`config.mk`:
```
export PLATFORM = sky130hd
export DESIGN_NAME = frame_buffer_reader
export DESIGN_NICKNAME = d
export VERILOG_FILES = /design/src/rtl/frame_buffer_reader.sv
export SDC_FILE = /design/constraint.sdc
export NUM_CORES = 2
export LEC_CHECK = 0
export ABC_AREA = 0
export CAP_MARGIN = 25
export CELL_PAD_IN_SITES_DETAIL_PLACEMENT = 1
export CELL_PAD_IN_SITES_GLOBAL_PLACEMENT = 2
export CORE_MARGIN = 1
export CORE_UTILIZATION = 25
export DETAILED_ROUTE_END_ITERATION = 12
export PLACE_DENSITY_LB_ADDON = 0.05
export SLEW_MARGIN = 20
export SYNTH_ARGS = -nofsm -noshare
export SYNTH_HDL_FRONTEND = slang
export SYNTH_SLANG_ARGS = --single-unit
export TNS_END_PERCENT = 30
```
`constraint.sdc`:
```
create_clock -name clock -period 7.44 [get_ports clock]
set_clock_uncertainty 0.15 [all_clocks]
set_input_delay 1.488 -clock clock [delete_from_list [all_inputs] [get_ports clock]]
set_output_delay 1.488 -clock clock [all_outputs]
set_load 0.02 [all_outputs]
```
`src/rtl/frame_buffer_reader.sv`:
```
`timescale 1ns/1ps
// frame_buffer_reader
// Display-side reader of the frame buffer. It acts as an Avalon-MM burst read
// master: it fetches 64-bit words (two pixels each) from FB_ADDRESS, buffers
// them in a FIFO, and hands one pixel at a time to the LCD scanout logic.
// A frame_start pulse restarts the frame from pixel 0. A sticky underflow flag
// records when scanout asks for a pixel that memory has not yet delivered.
//
// Ports:
//   clock, reset_n         system clock, asynchronous active-low reset
//   address, burstcount,   Avalon read request (word address = byte addr / 8)
//   read, waitrequest
//   readdata,              Avalon read beats
//   readdatavalid
//   frame_start            one-cycle pulse that begins a new frame
//   pixel_ready            scanout consumes the current pixel this cycle
//   pixel_valid, red,      current pixel
//   green, blue
//   underflow              sticky scanout-starved flag
//   debug_value0           {underflow, 3'b0, state, fifo_count, words_remaining[15:0]}
module frame_buffer_reader #(
  parameter int unsigned FB_ADDRESS   = 0,
  parameter int unsigned FB_LENGTH    = 0,
  parameter int unsigned BURST_LENGTH = 16,
  parameter int unsigned FIFO_DEPTH   = 64
) (
  input  logic        clock,
  input  logic        reset_n,
  output logic [28:0] address,
  output logic [7:0]  burstcount,
  input  logic        waitrequest,
  input  logic [63:0] readdata,
  input  logic        readdatavalid,
  output logic        read,
  input  logic        frame_start,
  input  logic        pixel_ready,
  output logic        pixel_valid,
  output logic [7:0]  red,
  output logic [7:0]  green,
  output logic [7:0]  blue,
  output logic        underflow,
  output logic [31:0] debug_value0
);

  localparam int unsigned AW = (FIFO_DEPTH > 1) ? $clog2(FIFO_DEPTH) : 1;
  localparam int unsigned CW = $clog2(FIFO_DEPTH + 1);
  localparam logic [28:0] BASE_WORD    = 29'(FB_ADDRESS / 8);
  localparam logic [31:0] FRAME_WORDS  = 32'(FB_LENGTH / 8);
  localparam logic [31:0] FRAME_PIXELS = 32'(FB_LENGTH / 4);
  localparam logic [31:0] DEPTH32      = 32'(FIFO_DEPTH);
  localparam logic [31:0] BURST32      = 32'(BURST_LENGTH);

  typedef enum logic [3:0] {
    IDLE       = 4'd0,
    FETCH      = 4'd1,
    REQ        = 4'd2,
    DONE_FETCH = 4'd3,
    DRAIN      = 4'd4
  } state_t;

  state_t state, state_next;

  logic [31:0]   words_remaining;
  logic [31:0]   pixels_left;
  logic [CW-1:0] pending;
  logic [CW-1:0] fifo_count;
  logic [AW-1:0] wr_ptr, rd_ptr;
  logic          half_sel;
  // Only the 24 colour bits of each half are stored; the top byte of each
  // half carries no pixel information.
  logic [47:0]   fifo_mem [2**AW];

  logic [31:0] burst_words;
  logic [31:0] credit;
  logic        space_ok;
  logic        bus_idle;
  logic        accept;
  logic        beat;
  logic        push;
  logic        pop;
  logic        consume;
  logic        last_burst;
  logic        issue;
  logic        advance;
  logic        init;
  logic [23:0] pixel;
  logic        unused_bits;

  assign unused_bits = ^{readdata[63:56], readdata[31:24]};

  assign burst_words = (words_remaining < BURST32) ? words_remaining : BURST32;
  assign credit      = 32'(fifo_count) + 32'(pending);
  assign space_ok    = (credit + burst_words) <= DEPTH32;
  assign bus_idle    = (pending == '0) && !read;
  assign accept      = read && !waitrequest;
  // A beat with nothing outstanding is a leftover from before a reset.
  assign beat        = readdatavalid && (pending != '0);
  assign push        = beat && (state != DRAIN);
  assign last_burst  = (words_remaining == 32'(burstcount));

  assign pixel_valid = (fifo_count != '0) && (pixels_left != '0) && (state != DRAIN);
  assign consume     = pixel_valid && pixel_ready;
  assign pop         = consume && half_sel;
  assign pixel       = half_sel ? fifo_mem[rd_ptr][47:24] : fifo_mem[rd_ptr][23:0];
  assign red         = pixel[7:0];
  assign green       = pixel[15:8];
  assign blue        = pixel[23:16];

  assign debug_value0 = {underflow, 3'b000, state, 8'(fifo_count), words_remaining[15:0]};

  always_ff @(posedge clock or negedge reset_n) begin
    if (!reset_n) state <= IDLE;
    else          state <= state_next;
  end

  // A restart can only reinitialise once the bus is quiet; otherwise beats
  // of the old frame would land in the new frame's FIFO, so DRAIN absorbs them.
  always_comb begin
    state_next = state;
    issue      = 1'b0;
    advance    = 1'b0;
    init       = 1'b0;
    if (frame_start && (state != DRAIN)) begin
      if (bus_idle) begin
        init       = 1'b1;
        state_next = FETCH;
      end else begin
        state_next = DRAIN;
      end
    end else begin
      case (state)
        FETCH: begin
          if ((words_remaining != '0) && space_ok) begin
            issue      = 1'b1;
            state_next = REQ;
          end
        end
        REQ: begin
          if (accept) begin
            advance    = 1'b1;
            state_next = last_burst ? DONE_FETCH : FETCH;
          end
        end
        DRAIN: begin
          if (bus_idle) begin
            init       = 1'b1;
            state_next = FETCH;
          end
        end
        default: ;
      endcase
    end
  end

  always_ff @(posedge clock or negedge reset_n) begin
    if (!reset_n) begin
      read            <= 1'b0;
      address         <= '0;
      burstcount      <= '0;
      words_remaining <= '0;
      pixels_left     <= '0;
      pending         <= '0;
      fifo_count      <= '0;
      wr_ptr          <= '0;
      rd_ptr          <= '0;
      half_sel        <= 1'b0;
      underflow       <= 1'b0;
    end else if (init) begin
      address         <= BASE_WORD;
      words_remaining <= FRAME_WORDS;
      pixels_left     <= FRAME_PIXELS;
      fifo_count      <= '0;
      wr_ptr          <= '0;
      rd_ptr          <= '0;
      half_sel        <= 1'b0;
      underflow       <= 1'b0;
    end else begin
      if (issue) begin
        read       <= 1'b1;
        burstcount <= 8'(burst_words);
      end else if (accept) begin
        read <= 1'b0;
      end
      // The address stops on the last burst so it never points past the buffer.
      if (advance) begin
        words_remaining <= words_remaining - 32'(burstcount);
        if (!last_burst) address <= address + 29'(burstcount);
      end
      // Pending is charged at issue time so credit already covers the burst.
      pending <= pending + (issue ? CW'(burst_words) : CW'(0)) - (beat ? CW'(1) : CW'(0));
      if (push) wr_ptr <= wr_ptr + AW'(1);
      if (pop)  rd_ptr <= rd_ptr + AW'(1);
      fifo_count <= fifo_count + CW'(push) - CW'(pop);
      if (consume) begin
        pixels_left <= pixels_left - 32'd1;
        half_sel    <= ~half_sel;
      end
      if (frame_start)
        underflow <= 1'b0;
      else if (pixel_ready && !pixel_valid && (pixels_left != '0) && (state != IDLE))
        underflow <= 1'b1;
    end
  end

  always_ff @(posedge clock) begin
    if (push) fifo_mem[wr_ptr] <= {readdata[55:32], readdata[23:0]};
  end

endmodule

```
==> summary.txt <==
Die
  – DIE AREA: 502000 um2
  – # IOs: 166
  – Initial Utilization: 0.251
  – Cell Rows: around 260
  – Die X: 709 um
  – Die Ht: 709 um
  – Core ar.: 497000 um2

Yosys
  – Register bit total from synthesis: 3205
  – Yosys cell types: 72
  – Synth Flop Type: edfxtp_1
  – Post-synth EDFFs: 3072
  – Post-synthesis mux area share: 0.157
  – Commonest cells post-synth: 3072 x edfxtp_1, 790 x mux4_2, 211 x nor2_1, 186 x nand2_1, 174 x mux2i_1
  – Synth async-reset ratio: 0.0415
  – YS warnings: 0
  – Synth top area share: 0.739
  – Synth area leaders: edfxtp_1 74%, mux4_2 14%, dfrtp_1 2.7%
  – Synth Area in Compound Gates: 0.0267
  – Cell taking the most area after synthesis: edfxtp_1
  – Avg Synthesized Cell Area: 21.4 um2
  – Largest family of logic cells by synthesized area: multiplexers
  – Post-Synth Adder-Cell Area: 0.00664
  – Mapped cell area: 125000 um2
  – Post-Synth XOR/XNOR Area: 0.00617
  – Most frequent cell after synthesis: edfxtp_1
  – Seq/Total Area, Yosys: 0.766
  – Simple-gate share of the synthesized area: 0.0243
  – Post-Synthesis Cells: 5838

Cells and area
  – Final non-filler cell total: 13400
  – Total Nets Final: 6556
  – Fillers: 49600
  – Syn-to-layout area delta: 20.1%
  – Share of cells above drive strength 1: 0.272

Drt
  – Vias: 63900
  – Drt pass-1 iters: 9
  – Vias per inst: 4.77
  – WL final: just under 500000 um
  – Drc violations: 57
  – Post-route antenna net violation count: 0
  – Wirelength per Cell: 36.8 um
  – 1st-iter DRT viols: 5148

Setup path
  – Worst endpoint required time: 5.80 ns
  – Crit path cell chain: inv_6 > buf_4 > nand2_1 > a21oi_1 > a2111oi_0 > a2111oi_0 > a311oi_1 > buf_4 > a31oi_1 > clkdlybuf4s50_1
  – CP startpoint: rd_ptr[2]$_DFFE_PN0P_
  – Buf/Inv on CP: 4
  – Worst EP arrival: 5.39 ns
  – RR Startpoint: words_remaining[26]$_DFFE_PN0P_
  – Crit path kind: register to output port
  – Critical path depth in cells: 10
  – CP endpoint kind: output port
  – Crit Path Max Fanout: 27
  – CP startpoint kind: register
  – CP max-delay cell: a2111oi_0
  – Register-to-Register Path Depth: 25
  – Largest delay contributor family on the critical path: buffers and inverters
  – Max stage delay on crit path: 0.92 ns

Place
  – RD Place Congestion: 0.715
  – DP HPWL: about 280000 um
  – Placed insts: ~13000
  – Port Buffers: 144

Pwr
  – Clock power frac: 0.417
  – Net switching power figure: 11900 uW
  – Sequential Power Share: 0.455
  – Int Power: 32200 uW
  – Sw Share: 0.269
  – Static leakage: roughly 0.046 uW
  – Peak VDD IR: approximately 200 uV
  – P per Cell Area: 294 nW/um2
  – Combinational share of power: 0.127
  – Pwr Total: 44100 uW

Clocking
  – H-tree Lvls: 5
  – Clock tree sinks: 3205
  – Clk pin slew, worst setup/hold paths: 0.06 ns
  – Cts bufs inserted: 392
  – Postcts setup bufs: 0
  – Longest Clk Path Bufs: 4
  – # hold bufs at CTS: 0
  – CTS tree: done
  – Worst skew pair latency: approximately 0.98 ns
  – Cts repair resizes: 0
  – Clk root buf: clkbuf_16

Global route
  – GRT overflow: 0
  – Pin count of the biggest net entering global routing: 88
  – First-pass GRT wire length: 653000 um
  – Total GRT Usage: 0.194
  – Initial antenna violation count: 53
  – Vias in the first global route: 68100

STA
  – TNS Setup: 0 ns
  – Peak Freq: 0.142 GHz
  – Worst slew pin tran: approximately 1.0 ns
  – Post-route clock period utilization: 0.944
  – Final worst path period need: 7.02 ns
  – Final Max Slew Viols: 0
  – Unrepaired setup endpoints after global routing: no
  – Hold Fails Final Rpt: 0
  – Setup-failing EPs final: 0
  – Slew margin rel.: 0.293

Flow run
  – Max Cap Viol: 0

Status
  – Outcome: finished, violations left
  – Failing checks: DRC

Hold path
  – Worst Hold Class: input pin to asynchronous set/reset pin
## sequential cells by signal (all words and copies together) (netlist names)
register         flops
state                3
underflow            1
read                 1
words_remaining     32
address             29
wr_ptr               6
rd_ptr               6
fifo_count           7
burstcount           8
fifo_mem          3072
half_sel             1
pixels_left         32
pending              7
## area by class of cell
| cell class | instances | area (um2) | area share |
|---|---|---|---|
| antenna | 10 | 25.0 | 0.000167 |
| clock inverter | 199 | 1670 | 0.0111 |
| timing repair buffer | 517 | 5580 | 0.0372 |
| sequential | 3205 | 95600 | 0.638 |
| tap | 6655 | 8330 | 0.0555 |
| clock buffer | 504 | 10400 | 0.0692 |
| inverter | 56 | 228 | 0.00152 |
| multi-input combinational | 2255 | 28100 | 0.188 |
## path summary, 6_finish.rpt
| check | endpoint | slack [ns] |
|---|---|---|
| min in group clock | pixels_left[7]$_DFFE_PN0P_ | 0.39 |
| worst min-delay path | address[14]$_DFFE_PN0P_ | 0.28 |
| worst max register to register | pending[6]$_DFFE_PN0N_ | 0.71 |
| max in group asynchronous | rd_ptr[5]$_DFFE_PN0P_ | 5.60 |
| worst max-delay path | blue[0] | 0.42 |
| worst min register to register | pixels_left[7]$_DFFE_PN0P_ | 0.39 |
## layout by cell type, fill, tap and decap left out, types with 46 or more instances in the layout
cell type and n:
edfxtp_1 3072, mux4_2 790, clkbuf_16 398, buf_4 285, nand2_1 183, mux2i_1 174
nor2_1 139, dfrtp_1 126, a21oi_1 107, buf_12 106, clkbuf_1 104, clkinv_1 94
clkdlybuf4s50_1 87, o21ai_0 74, nor2_4 68, clkinv_2 58, xnor2_1 55, inv_1 52
o22ai_1 51, ha_1 47, a22oi_1 46
## per-layer routing
| metal | share of wire | GRT usage | vias up |
|---|---|---|---|
| li1 | - | - | 25700 |
| met1 | 0.44 | 0.261 | 36400 |
| met2 | 0.50 | 0.336 | 1309 |
| met3 | 0.036 | 0.0251 | 528 |
| met4 | 0.020 | 0.0384 | 12 |
| met5 | 0.00015 | 0 | - |
## per-stage QoR
stage               instance area, um2  worst slack, ns  utilization  hold slack, ns
floorplan                       125000             1.12            -           0.347
global placement                137000            0.430        0.276           0.371
detailed placement              138000            0.622        0.277           0.379
CTS                             150000            0.256        0.301           0.194
global route                    150000            0.147        0.301           0.255
finish                          150000            0.415        0.301           0.282
## worst reg2reg max path: stages, from the launching register on
cell and delay (ns):
dfrtp_1 0.41, or4_1 0.63, nand4b_1 0.34, nor3_1 0.23, buf_4 0.19, and2_1 0.18, fa_1 0.44, ha_1 0.28
a21o_1 0.21, a21o_1 0.21, nor3_1 0.23, o2111ai_1 0.23, a2111oi_2 0.40, and2_1 0.31, nand2_1 0.09, ha_1 0.28
inv_1 0.04, ha_1 0.21, fa_1 0.47, a21o_1 0.18, a21oi_1 0.24, o21bai_1 0.11, a21oi_1 0.18, xnor2_1 0.13
nand2_1 0.08, xnor2_1 0.14
## cell families (layout without fill, tap and decap cells)
family | after synthesis | after routing
AND/OR/NAND/NOR | 641 | 641
flip-flops | 3205 | 3205
other | 2 | 19
adder cells (fa/ha/maj) | 59 | 59
AO/OA/AOI/OAI | 493 | 493
buffers and inverters | 385 | 1276
XOR/XNOR | 88 | 88
multiplexers | 965 | 965
## power by group through the flow
| stage | registers [uW] | logic (uW) | clock network, uW |
|---|---|---|---|
| final | 20100 | 5610 | 18400 |
| after global routing | 20100 | 5960 | 19600 |
| after CTS | 20100 | 5780 | 19000 |
| after detailed placement | 20400 | 5770 | 0 |
| after global placement | 20400 | 5760 | 0 |
| after floorplan | 20400 | 2370 | 0 |
Note: power is estimated with default switching activity, not from simulation.
